[config.mk]
export PLATFORM = sky130hd
export DESIGN_NAME = gbdt_score_engine
export DESIGN_NICKNAME = d
export VERILOG_FILES = /design/src/rtl/gbdt_pkg.sv /design/src/rtl/gbdt_sat_acc.sv /design/src/rtl/gbdt_score_engine.sv
export SDC_FILE = /design/constraint.sdc
export NUM_CORES = 1
export LEC_CHECK = 0
export CAP_MARGIN = 20
export CORE_UTILIZATION = 50
export CTS_CLUSTER_DIAMETER = 120
export DETAILED_ROUTE_END_ITERATION = 10
export GPL_ROUTABILITY_DRIVEN = 1
export PLACE_DENSITY = 0.74
export SLEW_MARGIN = 20
export SYNTH_ARGS = -nofsm -noshare
export SYNTH_HDL_FRONTEND = slang
export SYNTH_SLANG_ARGS = --single-unit
[constraint.sdc]
create_clock -name gbdt_clk -period 5.06 [get_ports gbdt_clk]
set_input_delay 0.506 -clock gbdt_clk [delete_from_list [all_inputs] [get_ports gbdt_clk]]
set_output_delay 0.506 -clock gbdt_clk [all_outputs]
set_load 0.02 [all_outputs]
[src/rtl/gbdt_pkg.sv]
`default_nettype none
// ============================================================================
// gbdt_pkg : shared types, constants and saturating arithmetic for the GBDT core
// Revision : 1.0
// ============================================================================
`ifndef RAM_ADDR_WIDTH
`define RAM_ADDR_WIDTH 8
`endif

package gbdt_pkg;

    localparam int NUM_GROUPS     = 8;
    localparam int RAMS_PER_GROUP = 4;

    localparam logic [31:0] SCORE_MIN = 32'h8000_0000;
    localparam logic [31:0] SCORE_MAX = 32'h7FFF_FFFF;

    typedef enum logic [2:0] {
        IDLE  = 3'd0,
        READ  = 3'd1,
        DRAIN = 3'd2,
        CMP   = 3'd3,
        DONE  = 3'd4
    } gbdt_core_state_t;

    // Overflow only when both operands share a sign and the sum's sign differs.
    function automatic logic [31:0] sat_add(input logic [31:0] a, input logic [31:0] b);
        logic [31:0] s;
        s = a + b;
        if ((a[31] == b[31]) && (s[31] != a[31]))
            return a[31] ? SCORE_MIN : SCORE_MAX;
        return s;
    endfunction

endpackage
`default_nettype wire

[src/rtl/gbdt_sat_acc.sv]
`default_nettype none
// ============================================================================
// gbdt_sat_acc : per-group signed saturating accumulator with clear and enable
// Revision     : 1.0
// ============================================================================
module gbdt_sat_acc
    import gbdt_pkg::*;
(
    input  logic        gbdt_clk,
    input  logic        gbdt_rst_n,
    input  logic        i_clr,
    input  logic        i_en,
    input  logic [31:0] i_din,
    output logic [31:0] o_acc
);

    logic [31:0] r_acc;

    always_ff @(posedge gbdt_clk or negedge gbdt_rst_n) begin
        if (!gbdt_rst_n)
            r_acc <= '0;
        else if (i_clr)
            r_acc <= '0;
        else if (i_en)
            r_acc <= sat_add(r_acc, i_din);
    end

    assign o_acc = r_acc;

endmodule
`default_nettype wire

[src/rtl/gbdt_score_engine.sv]
`default_nettype none
// ============================================================================
// gbdt_score_engine : sweeps the four RAM rounds, sums leaf scores per class
//                     and tracks the signed arg-max over enabled classes
// Revision          : 1.0
// ============================================================================
module gbdt_score_engine
    import gbdt_pkg::*;
#(
    parameter int RAM_ADDR_WIDTH  = `RAM_ADDR_WIDTH,
    parameter int RAM_DATA_WIDTH  = 32,
    parameter int WORDS_PER_CLASS = 4
)
(
    input  logic                                  gbdt_clk,
    input  logic                                  gbdt_rst_n,
    input  logic                                  gbdt_start,
    input  logic [31:0]                           used_classes,
    input  logic                                  load_mode,
    input  logic [7:0][RAM_DATA_WIDTH-1:0]        data_from_rams,
    output logic                                  we,
    output logic                                  cs,
    output logic                                  oe,
    output logic [1:0]                            round,
    output logic [7:0][RAM_ADDR_WIDTH-1:0]        ram_address,
    output logic [31:0]                           new_max_result,
    output logic [4:0]                            new_max_class,
    output logic                                  busy,
    output logic                                  done
);

    // One spare bit so the counter can reach 2^RAM_ADDR_WIDTH words.
    localparam int               CNT_W       = RAM_ADDR_WIDTH + 1;
    localparam logic [CNT_W-1:0] c_last_word = CNT_W'(WORDS_PER_CLASS - 1);

    gbdt_core_state_t r_state, w_next_state;

    logic [CNT_W-1:0]             r_word_cnt;
    logic [2:0]                   r_grp_cnt;
    logic [1:0]                   r_round;
    logic [31:0]                  r_max_result;
    logic [4:0]                   r_max_class;
    logic [NUM_GROUPS-1:0][31:0]  w_acc;
    logic                         w_start_ok, w_read_last, w_cmp_last, w_last_round;
    logic                         w_acc_clr, w_acc_en, w_cmp_hit;
    logic                         w_cs, w_busy, w_done;
    logic [31:0]                  w_cmp_acc;
    logic [4:0]                   w_cmp_class;

    assign w_start_ok   = (r_state == IDLE) && gbdt_start;
    assign w_read_last  = (r_word_cnt == c_last_word);
    assign w_cmp_last   = (r_grp_cnt == 3'd7);
    assign w_last_round = (r_round == 2'(RAMS_PER_GROUP - 1));
    assign w_acc_clr    = w_start_ok || ((r_state == CMP) && w_cmp_last && !w_last_round);
    // RAM data lags the address by one cycle, so the first READ cycle has nothing to add.
    assign w_acc_en     = ((r_state == READ) && (r_word_cnt != '0)) || (r_state == DRAIN);

    assign w_cmp_acc    = w_acc[r_grp_cnt];
    assign w_cmp_class  = {r_round, r_grp_cnt};
    assign w_cmp_hit    = used_classes[w_cmp_class] &&
                          ($signed(w_cmp_acc) > $signed(r_max_result));

    always_ff @(posedge gbdt_clk or negedge gbdt_rst_n) begin
        if (!gbdt_rst_n)
            r_state <= IDLE;
        else
            r_state <= w_next_state;
    end

    always_comb begin
        w_next_state = r_state;
        case (r_state)
            IDLE:    if (gbdt_start)  w_next_state = READ;
            READ:    if (w_read_last) w_next_state = DRAIN;
            DRAIN:                    w_next_state = CMP;
            CMP:     if (w_cmp_last)  w_next_state = w_last_round ? DONE : READ;
            DONE:                     w_next_state = IDLE;
            default:                  w_next_state = IDLE;
        endcase
    end

    always_comb begin
        w_cs   = (r_state == READ);
        w_busy = (r_state != IDLE) && (r_state != DONE);
        w_done = (r_state == DONE);
    end

    always_ff @(posedge gbdt_clk or negedge gbdt_rst_n) begin
        if (!gbdt_rst_n) begin
            r_word_cnt   <= '0;
            r_grp_cnt    <= '0;
            r_round      <= '0;
            r_max_result <= '0;
            r_max_class  <= '0;
        end else begin
            if (w_acc_clr)
                r_word_cnt <= '0;
            else if (r_state == READ)
                r_word_cnt <= r_word_cnt + CNT_W'(1);

            if (r_state == CMP)
                r_grp_cnt <= r_grp_cnt + 3'd1;

            if (w_start_ok)
                r_round <= '0;
            else if ((r_state == CMP) && w_cmp_last)
                r_round <= w_last_round ? 2'd0 : r_round + 2'd1;

            // Strict greater-than keeps the lower class index on ties.
            if (w_start_ok) begin
                r_max_result <= SCORE_MIN;
                r_max_class  <= '0;
            end else if ((r_state == CMP) && w_cmp_hit) begin
                r_max_result <= w_cmp_acc;
                r_max_class  <= w_cmp_class;
            end
        end
    end

    generate
        for (genvar g = 0; g < NUM_GROUPS; g++) begin : g_grp
            gbdt_sat_acc u_acc (
                .gbdt_clk   (gbdt_clk),
                .gbdt_rst_n (gbdt_rst_n),
                .i_clr      (w_acc_clr),
                .i_en       (w_acc_en),
                .i_din      (32'($signed(data_from_rams[g]))),
                .o_acc      (w_acc[g])
            );
            assign ram_address[g] = w_cs ? r_word_cnt[RAM_ADDR_WIDTH-1:0] : '0;
        end
    endgenerate

    assign we             = load_mode & ~w_busy;
    assign cs             = w_cs;
    assign oe             = w_cs;
    assign round          = r_round;
    assign busy           = w_busy;
    assign done           = w_done;
    assign new_max_result = r_max_result;
    assign new_max_class  = r_max_class;

endmodule
`default_nettype wire

* Word-level counts from Yosys, hierarchy flattened
Index checks and enable logic that the tools add are counted.
** Operators by class
- Bitwise gates (word level) :: 2
- Equal/unequal tests :: 27
- Reduce and logical (&&, ||, !) cells :: 26
- Add/subtract/negate cells :: 11
- Magnitude comparators :: 3
- Multiplexer cells :: 83
** Operators by type and width (number)
- $mux 32 :: 43
- $add 32x32->32 :: 8
- $bmux 32 s3 :: 1
- $gt 32x32->1 :: 1
- $mux 1 :: 25
- $mux 9 :: 2
- $logic_and 1x1->1 :: 15
- $mux 3 :: 4
- $pmux 3 s4 :: 1
- $mux 5 :: 2
- $add 9x1->9 const B :: 1
- $eq 9x2->1 const B :: 1
- $reduce_bool 9->1 :: 1
- $eq 1x1->1 :: 8
- $mux 8 :: 1
- $ne 1x1->1 :: 8
- $reduce_bool 2->1 :: 4
- $eq 3x2->1 const B :: 2
- $eq 3x3->1 const B :: 2
- $lt 5x6->1 const B :: 1
- $mux 2 :: 3
- $ne 2x2->1 const B :: 3
- $bmux 1 s5 :: 1
- $lt 3x4->1 const B :: 1
- 12 further kinds :: 13
** Word-level totals
- Output and inout bits :: 108
- Bits in registers :: 310

* Longest topological paths before layout
Gate-level depths: netlist of run 1.
- Depth in word-level cells :: 9
- Gate-level depth with buffers :: 18

* Hierarchy
A second synthesis of run 1 with hierarchy kept.
** Second synthesis, totals
- Cell total of the unflattened synthesis :: 3663
- Area, all modules :: 31119.8 um2
** Modules (own cells, without submodules)
- gbdt_sat_acc (g_grp[4].u_acc ...) :: area each 2957.8 um2, cells each 363, times used 4
- gbdt_sat_acc (g_grp[1].u_acc ...) :: area each 3236.9 um2, cells each 404, times used 3
- gbdt_score_engine :: area each 6588.8 um2, cells each 625, times used 1
- gbdt_sat_acc (g_grp[0].u_acc) :: area each 2989.1 um2, cells each 374, times used 1

* Least setup slack after synthesis of run 1
No wires, ideal clock.
- Kind :: register -> register
- Start :: reg r_grp_cnt[0]
- End :: reg r_max_result[27] (netlist: new_max_result[27])
- Arrival :: 4.359 ns
- Library setup time :: 0.125 ns
- Clock period less this slack :: 4.484 ns
- Slack :: 0.576 ns
- Path buffers :: 4
- Cell stages (with the launch flop) :: 18
- Cells stage by stage :: dfrtp_1 > buf_2 > buf_1 > buf_1 > mux4_2 > nand2_1 > nand2_1 > ha_1 > a21oi_1 > nor2b_1 > o21ai_0 > nand2b_1 > a221o_1 > a211o_1 > mux2i_1 > nor2_1 > buf_2 > mux2_2
** Between the ends
- Cells in the longest elaborated chain, start to end :: 6
- Elaborated cells on any way between the ends :: 10
- Classes of those cells :: 1 x order compare; 6 x mux; 3 x reduce/logical
** Ends and longest elaborated chain
- from (decl) :: line gbdt_score_engine.sv:39 : logic [2:0] r_grp_cnt;
- from (signal assigned) :: line gbdt_score_engine.sv:102 : r_grp_cnt <= r_grp_cnt + 3'd1;
- $bmux 32 s3 :: line gbdt_score_engine.sv:58 : assign w_cmp_acc = w_acc[r_grp_cnt];
- $mux 32 (implied by the code) :: line gbdt_score_engine.sv:58
- $gt 32x32->1 :: line gbdt_score_engine.sv:61 : ($signed(w_cmp_acc) > $signed(r_max_result));
- $logic_and 1x1->1 :: line gbdt_score_engine.sv:60 : assign w_cmp_hit = used_classes[w_cmp_class] &&
- $logic_and 1x1->1 :: line gbdt_score_engine.sv:113 : end else if ((r_state == CMP) && w_cmp_hit) begin
- $reduce_bool 2->1 (no source line)
- to (signal assigned) :: line gbdt_score_engine.sv:114 : r_max_result <= w_cmp_acc;
- to (decl) :: line gbdt_score_engine.sv:41 : logic [31:0] r_max_result;
Parallel ways exist; a longest one is shown, timed or not. The select of a mux whose other input is x is not followed.
A chain may end at the register's enable or synchronous reset.

* Worst setup path after layout of run 1
- Start :: reg r_grp_cnt[0]
- End :: reg r_max_result[8] (netlist: new_max_result[8])
The elaborated chain is that of the path after synthesis.

==> insert_results.sql, run 1 <==
INSERT INTO impl_metrics (metric_group, metric, value, unit) VALUES
('synthesis', 'synth-edff-count', '0', ''),
('run', 'cap_violations', '0', ''),
('global_routing', 'globalRouteTotalUtil', '31.8', '%'),
('synthesis', 'postSynth.topFlopCell', 'sky130_fd_sc_hd__dfrtp_1', ''),
('worst_setup_path', 'critPathBufInv', '2', ''),
('cts', 'clock_latency', '580', 'ps'),
('global_routing', 'wire_length_of_the_first_global_routing_pass', '142', 'mm'),
('layout', 'multi_input_area', '19300', 'um2'),
('layout', 'synthToLayoutAreaGrowth', '20.2', '%'),
('sta', 'setup_total_negative_slack', '0', 'ps'),
('sta', 'worst_hold_slack', '511', 'ps'),
('synthesis', 'synth.avg_cell_area', '8.39', 'um2'),
('cts', 'clock-root-buffer', 'sky130_fd_sc_hd__clkbuf_16', ''),
('layout', 'fin_area', '34100', 'um2'),
('sta', 'unrepaired_setup_endpoints_after_global_routing', 'no', ''),
('cts', 'ctsHoldBuffers', '1', ''),
('sta', 'hold_viol_final', '0', ''),
('die', 'pin_count', '400', ''),
('placed_design', 'dp_worst_setup_slack', '370', 'ps'),
('layout', 'layout.area.seq', '7760', 'um2'),
('detailed_routing', 'drt.antenna.violating_nets', '0', ''),
('synthesis', 'synthesis.nets', '3968', ''),
('worst_setup_path', 'startpoint_to_endpoint_class_of_the_critical_path', 'reg2reg', ''),
('worst_setup_path', 'cp_common_cell', 'sky130_fd_sc_hd__nand2_1', ''),
('sta', 'setup_viol_count_final', '0', ''),
('worst_setup_path', 'setup.worst_path.start_class', 'flip-flop', ''),
('sta', 'final.setup_skew', '24.3', 'ps'),
('sta', 'minimum_clock_period', '4500', 'ps'),
('synthesis', 'syn_inst', '3383', ''),
('placed_design', 'placed_cells_incl_taps', '4362', ''),
('worst_setup_path', 'cpLargestDelayFamily', 'multiplexers', ''),
('power', 'design_power_total', '27.1', 'mW'),
('synthesis', 'synth.yosys.seq_area_share', '27.3', '%'),
('detailed_routing', 'met1_length', '39.0', 'mm'),
('die', 'fp.coreArea', '55600', 'um2'),
('die', 'die_width', '240', 'um'),
('cts', 'numCtsBuffers', '39', ''),
('cts', 'clock_tree.htree_level_count', '2', ''),
('global_routing', 'globalRoute.totalOverflow', '0', ''),
('die', 'placement_rows', '86', ''),
('layout', 'final_nets', '4242', ''),
('die', 'initial_utilization', '51.0', '%'),
('cts', 'postCtsSetupBuffers', '0', ''),
('worst_setup_path', 'worst_path_max_delay_cell', 'sky130_fd_sc_hd__dfrtp_4', ''),
('synthesis', 'synth.ff_latch_count', '310', ''),
('detailed_routing', 'post_drt_wl_per_cell', '20.9', 'um'),
('detailed_routing', 'drt-total-wl', '92.6', 'mm'),
('min_path', 'worst_hold_class', 'reg2reg', ''),
('synthesis', 'synth_area', '28400', 'um2'),
('synthesis', 'ys_warn_count', '0', ''),
('die', 'chipHeight', '240', 'um'),
('placed_design', 'dpl-instance-area', '32700', 'um2'),
('detailed_routing', 'drt-initial-drc-count', '2494', ''),
('die', 'floorplan.die_area', '57700', 'um2'),
('worst_setup_path', 'critical_path.max_stage_delay', '720', 'ps'),
('worst_setup_path', 'worst_path_cell_chain', 'buf_4 -> mux4_2 -> nand2_1 -> nand2_1 -> ha_1 -> a21o_1 -> a21oi_1 -> nor2b_1 -> o21ai_0 -> nand2b_1 -> a221o_1 -> a211o_1 -> mux2i_1 -> nor2_4 -> buf_16 -> mux2_2', ''),
('detailed_routing', 'routed-wl-met2', '42.3', 'mm'),
('detailed_routing', 'vias_per_cell', '6.03', ''),
('worst_setup_path', 'worst_ep_arrival_time', '4970', 'ps'),
('detailed_routing', 'route.met3.wl', '7.37', 'mm'),
('sta', 'timing.max_slew.rel_slack', '35.3', '%'),
('detailed_routing', 'drcViolationCount', '0', ''),
('sta', 'count_of_final_max_slew_check_failures', '0', ''),
('power', 'p_per_area', '794', 'nW/um2'),
('detailed_routing', 'vias', '26800', ''),
('power', 'p_leak', '15.4', 'nW'),
('outcome', 'status', 'completed', ''),
('sta', 'final_critical_path_setup_slack', '558', 'ps'),
('global_routing', 'antenna_found_initial', '3', ''),
('global_routing', 'grt_max_degree', '129', ''),
('worst_setup_path', 'category_of_the_worst_setup_path_capture_point', 'flip-flop', '');
## worst paths after layout
path | start | end | slack [ps] | cells past startpoint
worst min register to register | g_grp[7].u_acc.o_acc[16] | g_grp[7].u_acc.o_acc[16] | 510 | 2
worst max register to register | r_grp_cnt[0] | new_max_result[8] | 560 | 16
worst min-delay path | g_grp[7].u_acc.o_acc[16] | g_grp[7].u_acc.o_acc[16] | 510 | 2
min in group asynchronous | gbdt_rst_n | g_grp[5].u_acc.o_acc[3] | 560 | 2
max in group asynchronous | gbdt_rst_n | g_grp[2].u_acc.o_acc[25] | 3340 | 3
worst max-delay path | r_grp_cnt[0] | new_max_result[8] | 560 | 16
## logic make-up (layout without fill, tap and decap cells)
logic type	after synthesis	in the layout	share of synthesized area, %
compound gates	1043	1043	23.2
xor+xnor	212	212	6.54
fa+ha+maj	293	293	13.1
buf+inv	301	606	4.98
flops	310	310	27.3
mux	124	124	7.80
other cells	0	2	0
simple gates	1100	1100	17.0
## cell usage after synthesis (13+ instances only)
master                       n  area [um2]
sky130_fd_sc_hd__a211o_1    15         131
sky130_fd_sc_hd__a211oi_1   26         195
sky130_fd_sc_hd__a21o_1    136        1020
sky130_fd_sc_hd__a21oi_1   261        1310
sky130_fd_sc_hd__a221o_1    13         130
sky130_fd_sc_hd__a22o_1     39         342
sky130_fd_sc_hd__a31oi_1    32         200
sky130_fd_sc_hd__and2_1     26         163
sky130_fd_sc_hd__and3_1     24         150
sky130_fd_sc_hd__buf_2      25         125
sky130_fd_sc_hd__buf_4      64         480
sky130_fd_sc_hd__clkbuf_1  108         405
sky130_fd_sc_hd__dfrtp_1   310        7760
sky130_fd_sc_hd__ha_1      285        3570
sky130_fd_sc_hd__inv_1      93         349
sky130_fd_sc_hd__mux2_2     34         383
sky130_fd_sc_hd__mux2i_1    15         150
sky130_fd_sc_hd__mux4_2     74        1670
sky130_fd_sc_hd__nand2_1   468        1760
sky130_fd_sc_hd__nand2b_1   22         138
sky130_fd_sc_hd__nand3_1    77         385
sky130_fd_sc_hd__nand4_1    43         269
sky130_fd_sc_hd__nor2_1    321        1200
sky130_fd_sc_hd__nor2b_1    25         156
sky130_fd_sc_hd__nor3_1     32         160
sky130_fd_sc_hd__o211ai_1   28         210
sky130_fd_sc_hd__o21a_1     26         195
sky130_fd_sc_hd__o21ai_0   279        1400
sky130_fd_sc_hd__o21ai_1    47         235
sky130_fd_sc_hd__o21bai_1   39         293
sky130_fd_sc_hd__o31ai_1    15         113
sky130_fd_sc_hd__or3_1      15        93.8
sky130_fd_sc_hd__xnor2_1   121        1060
sky130_fd_sc_hd__xor2_1     91         797
## area by class of cell
| class | count | area share (%) |
|---|---|---|
| diodes | 2 | 0.0147 |
| clock buffers | 53 | 3.25 |
| clock inverters | 19 | 0.920 |
| inverters | 93 | 1.02 |
| multi-input cells | 2772 | 56.4 |
| flip-flops and latches | 310 | 22.8 |
| well taps | 748 | 2.74 |
| repair buffers | 441 | 12.9 |
## power by group
group	switching [mW]	internal (mW)	leakage [nW]
combinational	10.3	8.04	10.9
sequential	1.78	3.84	3.80
clock	1.18	1.95	0.692
total	13.3	13.8	15.4
## worst register-to-register path: stages, from the launching register on
cell and delay, ps:
sky130_fd_sc_hd__dfrtp_4 720, sky130_fd_sc_hd__buf_4 450, sky130_fd_sc_hd__mux4_2 560, sky130_fd_sc_hd__nand2_1 80
sky130_fd_sc_hd__nand2_1 60, sky130_fd_sc_hd__ha_1 290, sky130_fd_sc_hd__a21o_1 160, sky130_fd_sc_hd__a21oi_1 140
sky130_fd_sc_hd__nor2b_1 60, sky130_fd_sc_hd__o21ai_0 140, sky130_fd_sc_hd__nand2b_1 70, sky130_fd_sc_hd__a221o_1 340
sky130_fd_sc_hd__a211o_1 290, sky130_fd_sc_hd__mux2i_1 330, sky130_fd_sc_hd__nor2_4 200, sky130_fd_sc_hd__buf_16 220
sky130_fd_sc_hd__mux2_2 300
## sequential cells by signal, summed over array words and instances, names as in the netlist
| register | cells |
|---|---|
| new_max_result | 32 |
| g_grp.u_acc.o_acc | 256 |
| new_max_class | 5 |
| round | 2 |
| r_state | 3 |
| r_grp_cnt | 3 |
| r_word_cnt | 9 |
## layer usage
layer | global-route usage [%] | vias to the layer above
met5 | 0 | -
met1 | 42.9 | 12700
li1 | - | 12800
met4 | 12.6 | 0
met3 | 4.36 | 193
met2 | 51.5 | 1059
No activity file was read; power rests on OpenSTA's default activity.
==> inputs of run 2 (changes only) <==
ABC_AREA = 1   (was unset)
CAP_MARGIN = 5   (was 20)
CTS_CLUSTER_DIAMETER = unset   (was 120)
PLACE_DENSITY = 0.73   (was 0.74)
==> insert_results.sql, run 2 <==
INSERT INTO impl_metrics (metric_group, metric, value, unit) VALUES
('cts', 'clk_buf_depth', '3', ''),
('sta', 'setup_viol_count_final', '0', ''),
('worst_setup_path', 'critical_path.startpoint', 'r_grp_cnt[0]', ''),
('min_path', 'worst_hold_class', 'in2async', ''),
('layout', 'mostFrequentLayoutCells', 'sky130_fd_sc_hd__nand2_1, sky130_fd_sc_hd__nor2_1, sky130_fd_sc_hd__clkdlybuf4s50_1', ''),
('layout', 'largest_reg_flops', '256', ''),
('global_routing', 'grt_pass1_vias', '33300', ''),
('synthesis', 'synth.ff_latch_count', '310', ''),
('synthesis', 'largest_family_of_logic_cells_by_synthesized_area', 'simple AND/OR/NAND/NOR gates', ''),
('cts', 'clock_latency', '590', 'ps'),
('die', 'floorplan.die_area', '65500', 'um2'),
('die', 'pin_count', '400', ''),
('placed_design', 'place_hpwl', '104', 'mm'),
('sta', 'count_of_final_max_slew_check_failures', '0', ''),
('global_routing', 'wire_length_of_the_first_global_routing_pass', '195', 'mm'),
('layout', 'layout.area.seq', '7760', 'um2'),
('synthesis', 'cell_with_the_most_instances_after_synthesis', 'sky130_fd_sc_hd__nand2_1', ''),
('synthesis', 'synth_area', '32200', 'um2'),
('cts', 'numCtsBuffers', '39', ''),
('detailed_routing', 'dr.pass1.iters', '6', ''),
('detailed_routing', 'route.met3.wl', '11.8', 'mm'),
('synthesis', 'netlist.top_cell.by_area', 'sky130_fd_sc_hd__nand2_1', ''),
('sta', 'setup_total_negative_slack', '0', 'ps'),
('global_routing', 'grt_max_degree', '130', ''),
('worst_setup_path', 'crit_required', '5520', 'ps'),
('detailed_routing', 'vias', '36200', ''),
('sta', 'hold_viol_final', '0', ''),
('cts', 'postCtsSetupBuffers', '0', ''),
('synthesis', 'synthesis.nets', '5825', ''),
('placed_design', 'port_buffers', '399', ''),
('detailed_routing', 'met1_length', '53.7', 'mm'),
('detailed_routing', 'drt.antenna.violating_nets', '0', ''),
('worst_setup_path', 'cp_common_cell', 'sky130_fd_sc_hd__nand2_1', ''),
('synthesis', 'postSynth.topFlopCell', 'sky130_fd_sc_hd__dfrtp_1', ''),
('detailed_routing', 'drt-total-wl', '128', 'mm'),
('worst_setup_path', 'startpoint_to_endpoint_class_of_the_critical_path', 'reg2reg', ''),
('cts', 'clock_tree.htree_level_count', '2', ''),
('worst_setup_path', 'worst_ep_arrival_time', '5240', 'ps'),
('layout', 'fillers', '6314', ''),
('detailed_routing', 'topRoutingLayerUsed', 'met5', ''),
('die', 'placement_rows', '92', ''),
('sta', 'minimum_clock_period', '4780', 'ps'),
('sta', 'fmax', '209', 'MHz'),
('cts', 'clock-root-buffer', 'sky130_fd_sc_hd__clkbuf_16', ''),
('power', 'p_per_area', '764', 'nW/um2'),
('global_routing', 'antenna_found_initial', '6', ''),
('placed_design', 'dpl-instance-area', '36600', 'um2'),
('outcome', 'status', 'completed', ''),
('layout', 'synthToLayoutAreaGrowth', '17.6', '%'),
('die', 'initial_utilization', '50.8', '%'),
('layout', 'final_nets', '6104', ''),
('layout', 'layout-drive-gt1-share', '2.29', '%'),
('power', 'design_power_total', '29.0', 'mW'),
('synthesis', 'synth-xor-area-share', '3.91', '%'),
('worst_setup_path', 'worst_path_max_delay_cell', 'sky130_fd_sc_hd__dfrtp_4', ''),
('placed_design', 'placed_cells_incl_taps', '6322', ''),
('detailed_routing', 'drt-initial-drc-count', '3605', ''),
('worst_setup_path', 'critical_path.max_stage_delay', '650', 'ps'),
('detailed_routing', 'routed-wl-met2', '55.7', 'mm'),
('global_routing', 'globalRouteTotalUtil', '38.3', '%'),
('synthesis', 'synth.avg_cell_area', '6.15', 'um2'),
('synthesis', 'ffs_w_async_s_r_synth', '100', '%'),
('placed_design', 'dp_worst_setup_slack', '123', 'ps'),
('synthesis', 'yosys-top-cells-area', 'sky130_fd_sc_hd__nand2_1, sky130_fd_sc_hd__dfrtp_1, sky130_fd_sc_hd__ha_1', ''),
('placed_design', 'gp_congestion', '1.05', ''),
('sta', 'final.setup_skew', '23.1', 'ps'),
('detailed_routing', 'vias_per_cell', '5.66', ''),
('synthesis', 'synth.yosys.seq_area_share', '24.1', '%'),
('synthesis', 'synth_simple_gate_area_share', '39.4', '%'),
('synthesis', 'synth-edff-count', '0', ''),
('layout', 'mostFrequentLayoutCell', 'sky130_fd_sc_hd__nand2_1', ''),
('synthesis', 'synth_cell_type_count', '44', ''),
('sta', 'timing_worst_slew_pin_value', '1080', 'ps'),
('layout', 'layoutNonFillerInstCount', '6402', ''),
('cts', 'post_cts_resize_count', '0', ''),
('die', 'fp.coreArea', '63400', 'um2'),
('worst_setup_path', 'worst_path_cell_chain', 'inv_4 -> buf_4 -> nor2_1 -> o22ai_1 -> nor2_1 -> a31oi_1 -> ha_1 -> nand2_1 -> nor2_1 -> nand2_1 -> nor2_1 -> nand2_1 -> nand2_1 -> a21oi_4 -> nand3_2 -> buf_4 -> nand3_1 -> nand2_1', ''),
('worst_setup_path', 'category_of_the_worst_setup_path_capture_point', 'flip-flop', ''),
('worst_setup_path', 'worst-path-max-fanout', '48', ''),
('synthesis', 'synth-compound-area-share', '13.5', '%'),
('worst_setup_path', 'setup.worst_path.start_class', 'flip-flop', ''),
('cts', 'cts_num_sinks', '310', ''),
('global_routing', 'globalRoute.totalOverflow', '0', ''),
('layout', 'final_util', '59.8', '%'),
('synthesis', 'syn_inst', '5240', ''),
('sta', 'final_critical_path_setup_slack', '282', 'ps'),
('layout', 'fin_area', '37900', 'um2'),
('detailed_routing', 'drcViolationCount', '0', ''),
('die', 'die_width', '256', 'um'),
('die', 'chipHeight', '256', 'um'),
('synthesis', 'synth_top_area_share', '24.2', '%'),
('sta', 'timing.max_slew.rel_slack', '28.1', '%'),
('layout', 'multi_input_area', '22000', 'um2'),
('run', 'cap_violations', '0', ''),
('power', 'worst_ir_drop_vdd', '0.000465', 'V'),
('synthesis', 'top_cells_by_instance_count_after_synthesis', 'sky130_fd_sc_hd__nand2_1, sky130_fd_sc_hd__nor2_1, sky130_fd_sc_hd__inv_1, sky130_fd_sc_hd__a21oi_1, sky130_fd_sc_hd__o21ai_0', ''),
('detailed_routing', 'post_drt_wl_per_cell', '20.1', 'um'),
('sta', 'fin_crit_sh', '94.4', '%'),
('synthesis', 'adder_cell_share_of_the_synthesized_area', '11.6', '%'),
('cts', 'cts_tree', 'done', ''),
('sta', 'unrepaired_setup_endpoints_after_global_routing', 'no', ''),
('synthesis', 'ys_warn_count', '0', ''),
('power', 'p_leak', '19.2', 'nW'),
('cts', 'clk_slew_on_worst_s_h_paths', '60', 'ps'),
('sta', 'worst_hold_slack', '453', 'ps'),
('synthesis', 'synth.area.mux_share', '0', '%'),
('worst_setup_path', 'origin_of_the_critical_flop_to_flop_path', 'r_grp_cnt[0]', '');
## run 2: cell types whose count changed after synthesis, sizes merged, moves of 66 or more
cell | before | now
inv | 93 | 331
mux4 | 74 | 0
nand3b | 8 | 74
nand2 | 468 | 2080
nor2 | 322 | 642
nand3 | 77 | 203
a21o | 136 | 29
## run 2: area by class of cell
class | instances | share of cell area [%]
clock inverter | 21 | 0.588
sequential | 310 | 20.5
multi-input combinational | 4393 | 58.2
antenna | 6 | 0.0396
tap | 846 | 2.79
timing repair buffer | 443 | 11.8
inverter | 332 | 3.31
clock buffer | 51 | 2.86
## run 2: cell families (layout without fill, tap and decap cells)
family                     Yosys count  count (layout)
adders and majority gates          293             293
AOI/OAI and AO/OA                  808             809
xor gates and xnor gates           144             144
other                                0               6
and+or+nand+nor                   3147            3147
DFF                                310             310
buffers and inverters              538             847
## run 2: path summary, 6_finish.rpt
check / to / slack [ps] / cells after the start
max: new_max_result[20] / 280 / 18
min: g_grp[4].u_acc.o_acc[5] / 450 / 2
max reg2reg: new_max_result[20] / 280 / 18
min reg2reg: new_max_class[2] / 510 / 2
max in group asynchronous: r_grp_cnt[1] / 3300 / 3
min in group gbdt_clk: new_max_class[2] / 510 / 2
## run 2: metal layers
layer	vias up	track usage (%)
li1	17700	-
met1	16700	50.1
met2	1567	59.6
met3	306	8.00
met4	2	19.6
met5	-	0
## run 2: repair_timing
action | CTS | global route
hold buffers | 1 | 0
hold endpoints to repair | 72 | 0
setup endpoints to repair | 0 | 28
## run 2: where the power goes
part / internal (mW) / switching (mW) / leakage (nW)
Combinational: 7.07 / 12.9 / 14.6
Sequential: 3.73 / 2.34 / 3.87
Clock: 1.68 / 1.23 / 0.642
## run 2: critical path, delay by kind of cell, from the launching register on
kind                     cells  cell delay [ps]
AND/OR/NAND/NOR             11             1520
AO/OA/AOI/OAI                3             1040
buffers and inverters        3             1120
adder cells (fa/ha/maj)      1              300
flip-flops                   1              650
